File: src/rtl/ps2_pkg.sv
// ps2_pkg: shared PS/2 constants, prefix FSM states, key event record and arrow-key decode
package ps2_pkg;
  localparam logic [7:0] PS2_EXT_PREFIX = 8'hE0;
  localparam logic [7:0] PS2_BRK_PREFIX = 8'hF0;
  localparam logic [7:0] PS2_KEY_UP     = 8'h75;
  localparam logic [7:0] PS2_KEY_LEFT   = 8'h6B;
  localparam logic [7:0] PS2_KEY_DOWN   = 8'h72;
  localparam logic [7:0] PS2_KEY_RIGHT  = 8'h74;
  typedef enum logic [1:0] {ST_IDLE, ST_EXT, ST_BRK, ST_EXT_BRK} ps2_state_e;
  typedef struct packed {
    logic [7:0] code;
    logic       ext;
    logic       brk;
  } ps2_evt_t;
  // One-hot {right, down, left, up} for an extended arrow scan code
  function automatic logic [3:0] arrow_mask(input logic [7:0] code);
    return {code == PS2_KEY_RIGHT, code == PS2_KEY_DOWN, code == PS2_KEY_LEFT, code == PS2_KEY_UP};
  endfunction
endpackage

File: src/rtl/ps2_key_event_rx_if.sv
// ps2_key_event_rx_if: valid/ready key event stream from the receiver to its consumer
interface ps2_key_event_rx_if;
  logic       EVT_VALID;
  logic       EVT_READY;
  logic [7:0] EVT_CODE;
  logic       EVT_EXT;
  logic       EVT_BREAK;
  modport master (output EVT_VALID, EVT_CODE, EVT_EXT, EVT_BREAK, input EVT_READY);
  modport slave (input EVT_VALID, EVT_CODE, EVT_EXT, EVT_BREAK, output EVT_READY);
endinterface

File: src/rtl/ps2_frame_rx.sv
// ps2_frame_rx: synchronises the PS/2 pins, samples them on a divided tick and checks 11-bit frames
module ps2_frame_rx #(
  parameter int CLK_DIV       = 250,
  parameter int TIMEOUT_TICKS = 4000,
  parameter int SYNC_STAGES   = 2
) (
  input  logic       CLK,
  input  logic       RESETN,
  input  logic       ps2_clk_i,
  input  logic       ps2_data_i,
  output logic       byte_valid_o,
  output logic [7:0] byte_o,
  output logic       frame_err_o
);
  localparam int DW = $clog2(CLK_DIV);
  localparam int TW = $clog2(TIMEOUT_TICKS + 1);
  logic [SYNC_STAGES-1:0] clk_sync_q, data_sync_q;
  logic [DW-1:0] div_q, div_d;
  logic prev_clk_q, prev_clk_d;
  logic [10:0] shift_q, shift_d;
  logic [3:0] bitcnt_q, bitcnt_d;
  logic [TW-1:0] idle_q, idle_d;
  logic ps2_clk_s, ps2_data_s, tick, fall, check, frame_ok, timeout;
  assign ps2_clk_s  = clk_sync_q[SYNC_STAGES-1];
  assign ps2_data_s = data_sync_q[SYNC_STAGES-1];
  assign tick     = div_q == DW'(CLK_DIV - 1);
  assign fall     = tick && prev_clk_q && !ps2_clk_s;
  assign check    = tick && bitcnt_q == 4'd11;
  // start low, stop high, odd parity across data and parity bit
  assign frame_ok = !shift_q[0] && shift_q[10] && ^shift_q[9:1];
  assign timeout  = tick && !fall && bitcnt_q != 4'd0 && bitcnt_q != 4'd11 && idle_q == TW'(TIMEOUT_TICKS - 1);
  assign byte_valid_o = check && frame_ok;
  assign byte_o       = shift_q[8:1];
  assign frame_err_o  = (check && !frame_ok) || timeout;
  always_comb begin
    div_d      = tick ? '0 : div_q + 1'b1;
    prev_clk_d = tick ? ps2_clk_s : prev_clk_q;
    shift_d    = fall && !check ? {ps2_data_s, shift_q[10:1]} : shift_q;
    bitcnt_d   = check || timeout ? 4'd0 : fall ? bitcnt_q + 4'd1 : bitcnt_q;
    idle_d     = fall || timeout || check || bitcnt_q == 4'd0 ? '0 : tick ? idle_q + 1'b1 : idle_q;
  end
  always_ff @(posedge CLK) begin
    if (!RESETN) begin
      clk_sync_q  <= '1;
      data_sync_q <= '1;
      div_q       <= '0;
      prev_clk_q  <= 1'b1;
      shift_q     <= '0;
      bitcnt_q    <= '0;
      idle_q      <= '0;
    end else begin
      clk_sync_q  <= {clk_sync_q[SYNC_STAGES-2:0], ps2_clk_i};
      data_sync_q <= {data_sync_q[SYNC_STAGES-2:0], ps2_data_i};
      div_q       <= div_d;
      prev_clk_q  <= prev_clk_d;
      shift_q     <= shift_d;
      bitcnt_q    <= bitcnt_d;
      idle_q      <= idle_d;
    end
  end
endmodule

File: src/rtl/ps2_key_event_rx.sv
// ps2_key_event_rx: PS/2 keyboard receiver merging E0/F0 prefixes into buffered key events
// Define PS2_RX_KEYSTATE_EN to add the KEY_HELD arrow-key state output.
module ps2_key_event_rx import ps2_pkg::*; #(
  parameter int CLK_DIV       = 250,
  parameter int TIMEOUT_TICKS = 4000,
  parameter int FIFO_DEPTH    = 4,
  parameter int SYNC_STAGES   = 2
) (
  input  logic               CLK,
  input  logic               RESETN,
  input  logic               PS2_CLK,
  input  logic               PS2_DATA,
  ps2_key_event_rx_if.master evt,
  output logic               FRAME_ERR,
  output logic               OVERFLOW
`ifdef PS2_RX_KEYSTATE_EN
  ,
  output logic [3:0]         KEY_HELD
`endif
);
  localparam int AW = $clog2(FIFO_DEPTH);
  logic rx_valid, rx_err, push, pop, empty, full, wr_en;
  logic [7:0] rx_byte;
  ps2_state_e state_q, state_d;
  ps2_evt_t push_evt, head;
  ps2_evt_t mem_q [FIFO_DEPTH];
  logic [AW:0] wr_q, rd_q;
  logic frame_err_q, overflow_q;
  ps2_frame_rx #(
    .CLK_DIV(CLK_DIV),
    .TIMEOUT_TICKS(TIMEOUT_TICKS),
    .SYNC_STAGES(SYNC_STAGES)
  ) u_frame (
    .CLK(CLK),
    .RESETN(RESETN),
    .ps2_clk_i(PS2_CLK),
    .ps2_data_i(PS2_DATA),
    .byte_valid_o(rx_valid),
    .byte_o(rx_byte),
    .frame_err_o(rx_err)
  );
  // A second prefix after F0 is malformed: abandon the sequence without an event
  always_comb begin
    state_d  = state_q;
    push     = 1'b0;
    push_evt = '{code: rx_byte, ext: state_q == ST_EXT || state_q == ST_EXT_BRK, brk: state_q == ST_BRK || state_q == ST_EXT_BRK};
    if (rx_err) begin
      state_d = ST_IDLE;
    end else if (rx_valid) begin
      push = rx_byte != PS2_EXT_PREFIX && rx_byte != PS2_BRK_PREFIX;
      if (state_q == ST_IDLE)
        state_d = rx_byte == PS2_EXT_PREFIX ? ST_EXT : rx_byte == PS2_BRK_PREFIX ? ST_BRK : ST_IDLE;
      else if (state_q == ST_EXT)
        state_d = rx_byte == PS2_BRK_PREFIX ? ST_EXT_BRK : rx_byte == PS2_EXT_PREFIX ? ST_EXT : ST_IDLE;
      else
        state_d = ST_IDLE;
    end
  end
  assign empty = wr_q == rd_q;
  assign full  = (wr_q ^ rd_q) == {1'b1, {AW{1'b0}}};
  assign pop   = !empty && evt.EVT_READY;
  assign wr_en = push && (!full || pop);
  assign head  = empty ? '0 : mem_q[rd_q[AW-1:0]];
  assign evt.EVT_VALID = !empty;
  assign evt.EVT_CODE  = head.code;
  assign evt.EVT_EXT   = head.ext;
  assign evt.EVT_BREAK = head.brk;
  assign FRAME_ERR = frame_err_q;
  assign OVERFLOW  = overflow_q;
  always_ff @(posedge CLK) begin
    if (wr_en) mem_q[wr_q[AW-1:0]] <= push_evt;
  end
  always_ff @(posedge CLK) begin
    if (!RESETN) begin
      state_q     <= ST_IDLE;
      wr_q        <= '0;
      rd_q        <= '0;
      frame_err_q <= 1'b0;
      overflow_q  <= 1'b0;
    end else begin
      state_q     <= state_d;
      wr_q        <= wr_en ? wr_q + 1'b1 : wr_q;
      rd_q        <= pop ? rd_q + 1'b1 : rd_q;
      frame_err_q <= rx_err;
      overflow_q  <= overflow_q || (push && full && !pop);
    end
  end
`ifdef PS2_RX_KEYSTATE_EN
  logic [3:0] held_q, held_d, mask;
  assign mask     = arrow_mask(push_evt.code);
  assign held_d   = push && push_evt.ext ? (push_evt.brk ? held_q & ~mask : held_q | mask) : held_q;
  assign KEY_HELD = held_q;
  always_ff @(posedge CLK) begin
    if (!RESETN) held_q <= '0;
    else held_q <= held_d;
  end
`endif
endmodule

File: src/flat_wrapper.sv
// flat-port wrapper written by rule: the top's interface ports become plain ports
module ps2_key_event_rx_flat import ps2_pkg::*;
#(
  parameter int CLK_DIV       = 250,
  parameter int TIMEOUT_TICKS = 4000,
  parameter int FIFO_DEPTH    = 4,
  parameter int SYNC_STAGES   = 2
)
  (CLK, RESETN, PS2_CLK, PS2_DATA, FRAME_ERR, OVERFLOW, evt_EVT_VALID, evt_EVT_CODE, evt_EVT_EXT, evt_EVT_BREAK, evt_EVT_READY);
  ps2_key_event_rx_if evt_i ();
  input  logic CLK;
  input  logic RESETN;
  input  logic PS2_CLK;
  input  logic PS2_DATA;
  output logic FRAME_ERR;
  output logic OVERFLOW;
  output wire logic [$bits(evt_i.EVT_VALID)-1:0] evt_EVT_VALID;
  output wire logic [$bits(evt_i.EVT_CODE)-1:0] evt_EVT_CODE;
  output wire logic [$bits(evt_i.EVT_EXT)-1:0] evt_EVT_EXT;
  output wire logic [$bits(evt_i.EVT_BREAK)-1:0] evt_EVT_BREAK;
  input wire logic [$bits(evt_i.EVT_READY)-1:0] evt_EVT_READY;
  assign evt_EVT_VALID = evt_i.EVT_VALID;
  assign evt_EVT_CODE = evt_i.EVT_CODE;
  assign evt_EVT_EXT = evt_i.EVT_EXT;
  assign evt_EVT_BREAK = evt_i.EVT_BREAK;
  assign evt_i.EVT_READY = evt_EVT_READY;
  ps2_key_event_rx #(.CLK_DIV(CLK_DIV), .TIMEOUT_TICKS(TIMEOUT_TICKS), .FIFO_DEPTH(FIFO_DEPTH), .SYNC_STAGES(SYNC_STAGES)) u_core (.CLK(CLK), .RESETN(RESETN), .PS2_CLK(PS2_CLK), .PS2_DATA(PS2_DATA), .evt(evt_i), .FRAME_ERR(FRAME_ERR), .OVERFLOW(OVERFLOW));
endmodule
File: config.mk
export PLATFORM = sky130hd
export DESIGN_NAME = ps2_key_event_rx_flat
export DESIGN_NICKNAME = d
export VERILOG_FILES = /design/src/rtl/ps2_pkg.sv /design/src/rtl/ps2_key_event_rx_if.sv /design/src/rtl/ps2_frame_rx.sv /design/src/rtl/ps2_key_event_rx.sv /design/src/flat_wrapper.sv
export SDC_FILE = /design/constraint.sdc
export NUM_CORES = 1
export LEC_CHECK = 0
export CORE_MARGIN = 2
export CORE_UTILIZATION = 50
export DETAILED_ROUTE_END_ITERATION = 6
export GPL_TIMING_DRIVEN = 0
export PLACE_DENSITY = 0.76
export SLEW_MARGIN = 20
export SYNTH_ARGS = -nofsm -noshare
export SYNTH_HDL_FRONTEND = slang
export SYNTH_HIERARCHICAL = 1
export SYNTH_SLANG_ARGS = --single-unit
File: constraint.sdc
create_clock -name CLK -period 2.91 [get_ports CLK]
set_input_delay 0.4365 -clock CLK [delete_from_list [all_inputs] [get_ports CLK]]
set_output_delay 0.4365 -clock CLK [all_outputs]
set_load 0.005 [all_outputs]
==> metrics.md <==
| Metric | Value |
|---|---|
| Max Freq | 0.373 GHz |
| Seq pwr share | 61.1% |
| Residual DRC count | 0 |
| HP Class | reg -> reg |
| CP bufs+invs | 2 |
| Cell taking the most area after synthesis | edfxtp_1 |
| Setup TNS | 0 ns |
| Reg2reg path depth | 7 |
| CTS tree | built |
| Synth warnings | 6 |
| # setup viols final | 0 |
| Top-count cell post-synth | dfxtp_1 |
| Ratio of cells with drive above 1 in the final layout | 17.0% |
| Worst hold slack | 0.417 ns |
| # IOs | 18 |
| Top cells by area, synth | edfxtp_1 29%, dfxtp_1 25%, mux4_2 5.5%, nor2b_1 3.8%, mux2i_1 3.7% |
| Post-layout min period | 2.68 ns |
| Clk Latency, worst-skew pair | 0.36 ns |
| Reg-to-reg endpoint | u_core/mem_q[1][2]$_DFFE_PP_ |
| Total gr overflow | 0 |
| FILL cells | 635 |
| Pwr dens | 474 nW/um^2 |
| N_diodes | 0 |
| Max_cap viols | 0 |
| CP arrival | 2.24 ns |
| Pleak | 1.58 nW |
| Area grow syn2layout | 13.4% |
| Clk slew on worst S/H paths | 0.09 ns |
| Gate power share | 1.4% |
| Area share of the largest cell type after synthesis | 29.4% |
| Vias per cell | 5.19 |
| Row count | 32 |
| Hold path cells | 1 |
| Final Cycle Share | 92.1% |
| Synthesized net count | 342 |
| HP Start | u_core/u_frame/clk_sync_q[0]$_SDFF_PN1_ |
| Starting DRT DRC Count | 61 |
| Vias | 2,420 |
| Hold_buf cts | 0 |
| Vias in the first global route | 2,447 |
| Initial antenna violation count | 0 |
| Most common flop cell mapped by yosys | dfxtp_1 |
| Port bufs | 17 |
| WL per Instance | 14.0 um |
| WHS Endpoint | u_core/u_frame/clk_sync_q[1]$_SDFF_PN1_ |
| Total GRT Usage | 16.3% |
| Root buffer cell | clkbuf_8 |
| Hold Vio Cnt, Final | 0 |
| Crit path required time | 2.47 ns |
| P_sw | 0.000475 W |
| Nets@finish | 374 |
| Max Buffers Root-to-Sink | 2 |
| Place WS | -0.210 ns |
| Critical Path Fanout Max | 10 |
| Avg Inst Size Synth | 12.5 um^2 |
| Dpl cell area | 4380 um^2 |
| Synthesized area | 4090 um^2 |
| Die H | 94.4 um |
| CTS sink cnt | 92 |
| Largest net degree at the start of global routing | 17 |
| Design area | 4630 um^2 |
| Critical Path, Cell by Cell | xor2_1 -> nor3_1 -> clkbuf_1 -> nor2b_1 -> clkdlybuf4s50_1 |
| Slew HR | 59.1% |
| Synth Register Bits | 92 |
| H-tree levels | 3 |
| Flop-to-flop setup slack | 0.24 ns |
| Status | finished, final reports clean |
| Max Slew Vio Count | 0 |
| Async set-reset flop share out of synthesis | 0% |
| Reg-to-Reg Start | u_core/u_frame/shift_q[5]$_SDFFE_PN0P_ |
| Critical path endpoint category | primary output |
| Sequential element share of the synthesized area | 54.9% |
| Peak supply drop | 0.308 mV |
| Core Footprint | 7810 um^2 |
| Slowest-stage cell, CP | clkdlybuf4s50_1 |
| Startpoint types | flop |
| DIE AREA | 8910 um^2 |
| Post-synth top cells | 52 x dfxtp_1, 40 x edfxtp_1, 25 x nor2b_1 |
| Critical path's largest stage delay | 0.51 ns |
| Critical path type | reg -> out |
| Total CTS buffers | 9 |
| DR pass1 iterations | 6 |
| Measured slew at the worst slew-check pin | 0.614 ns |
| Final WS setup | 0.229 ns |
| Die extent in x | 94.4 um |
| Routed Antenna Nets | 0 |
| Clock power frac | 37.4% |
| Cells after synthesis | 327 |
| Final WL | 6.52 mm |
| Switching Fraction | 21.6% |
| Global-route wire length before repair | 11.2 mm |
| HPWL after detailed placement | 4.59 mm |
| Top cell family by delay on the critical path | buffers and inverters |
| Setup Skew | 0.00728 ns |
| Initial Util | 52.3% |
| Placer Congestion | 0.754 |
| Post-synth EDFFs | 40 |
| Netlist cell types | 48 |
| Pint | 0.00172 W |
## power by group through the flow
stage	sequential [W]	clock, W	combinational [W]
6_report	0.00134	0.000822	0.0000317
2_1_floorplan	0.00137	0	0.0000207
4_1_cts	0.00134	0.000839	0.0000323
3_3_place_gp	0.00137	0	0.0000318
5_1_grt	0.00134	0.000894	0.0000357
3_5_place_dp	0.00137	0	0.0000322
## flip-flops by register name, indices dropped and copies added (netlist names), named ones only
register and flops:
u_core/FRAME_ERR 1, u_core/OVERFLOW 1, u_core/mem_q 40, u_core/rd_q 3, u_core/state_q 2, u_core/u_frame/bitcnt_q 4
u_core/u_frame/clk_sync_q 2, u_core/u_frame/data_sync_q 2, u_core/u_frame/div_q 8, u_core/u_frame/idle_q 12, u_core/u_frame/prev_clk_q 1, u_core/u_frame/shift_q 11
u_core/wr_q 3
## repair_timing
| action | in CTS | in global routing |
|---|---|---|
| cloned | 0 | 0 |
| pin swaps | 1 | 1 |
| buffers inserted | 2 | 2 |
| resized for setup | 4 | 4 |
| setup endpoints to repair | 41 | 30 |
## final cells by class
type	instances	area [um^2]	share of cell area, %
Timing Repair Buffer	21	213	4.59
Clock buffer	10	149	3.21
Inverter	8	30.0	0.648
Buffer	18	108	2.32
Clock inverter	6	42.5	0.918
Sequential cell	92	2240	48.4
Tap cell	102	128	2.75
Multi-Input combinational cell	209	1720	37.2
## cells in the final DEF (no fill, tap or decap), types with 3 or more instances in the layout
master / count
nand3_1: 11
ha_1: 10
and2_4: 3
inv_1: 8
clkbuf_1: 6
nor2_1: 19
clkbuf_8: 9
mux2i_1: 15
clkdlybuf4s50_1: 17
or3_1: 4
o21ai_0: 7
xor2_1: 15
buf_4: 13
edfxtp_1: 40
nor2b_1: 24
mux4_2: 10
dfxtp_1: 52
and2_1: 5
xnor2_1: 11
nand4_1: 7
nand2b_1: 11
nand2_1: 17
a21oi_1: 8
## worst max path at each step
stage,startpoint,cells past startpoint,slack (ns),end
6_report,u_core/wr_q[0]$_SDFFE_PN0N_,5,0.23,evt_EVT_CODE[4]
2_1_floorplan,u_core/u_frame/shift_q[5]$_SDFFE_PN0P_,7,0.30,u_core/mem_q[0][0]$_DFFE_PP_
3_5_place_dp,u_core/u_frame/shift_q[5]$_SDFFE_PN0P_,7,-0.21,u_core/mem_q[1][5]$_DFFE_PP_
3_3_place_gp,u_core/u_frame/shift_q[4]$_SDFFE_PN0P_,7,-0.17,u_core/mem_q[0][5]$_DFFE_PP_
5_1_grt,u_core/u_frame/shift_q[5]$_SDFFE_PN0P_,7,-0.02,u_core/mem_q[1][6]$_DFFE_PP_
4_1_cts,u_core/u_frame/shift_q[5]$_SDFFE_PN0P_,7,0.06,u_core/mem_q[1][8]$_DFFE_PP_
## routing by layer
metal / up-vias / GRT usage (%) / part of all wire (%)
met5: - / 0 / 0
met4: 0 / 6.88 / 1.3
met3: 9 / 3.91 / 3.2
met2: 34 / 26.9 / 49
met1: 1166 / 20.7 / 47
li1: 1211 / - / -
## stage by stage
stage	util [%]	cells	power, W
floorplan	-	327	0.00139
global route	59.3	466	0.00227
CTS	59.0	464	0.00221
global placement	56.2	446	0.00141
detailed placement	56.2	446	0.00141
finish	59.3	466	0.00220
## logic make-up after synthesis
kind of cell | after synthesis | share of synthesized area, %
XOR/XNOR | 27 | 6.12
multiplexers | 25 | 9.19
AO/OA/AOI/OAI | 24 | 3.98
adder cells (fa/ha/maj) | 10 | 3.06
buffers and inverters | 26 | 3.37
AND/OR/NAND/NOR | 123 | 19.4
flip-flops | 92 | 54.9
No activity file was read; power rests on OpenSTA's default activity.
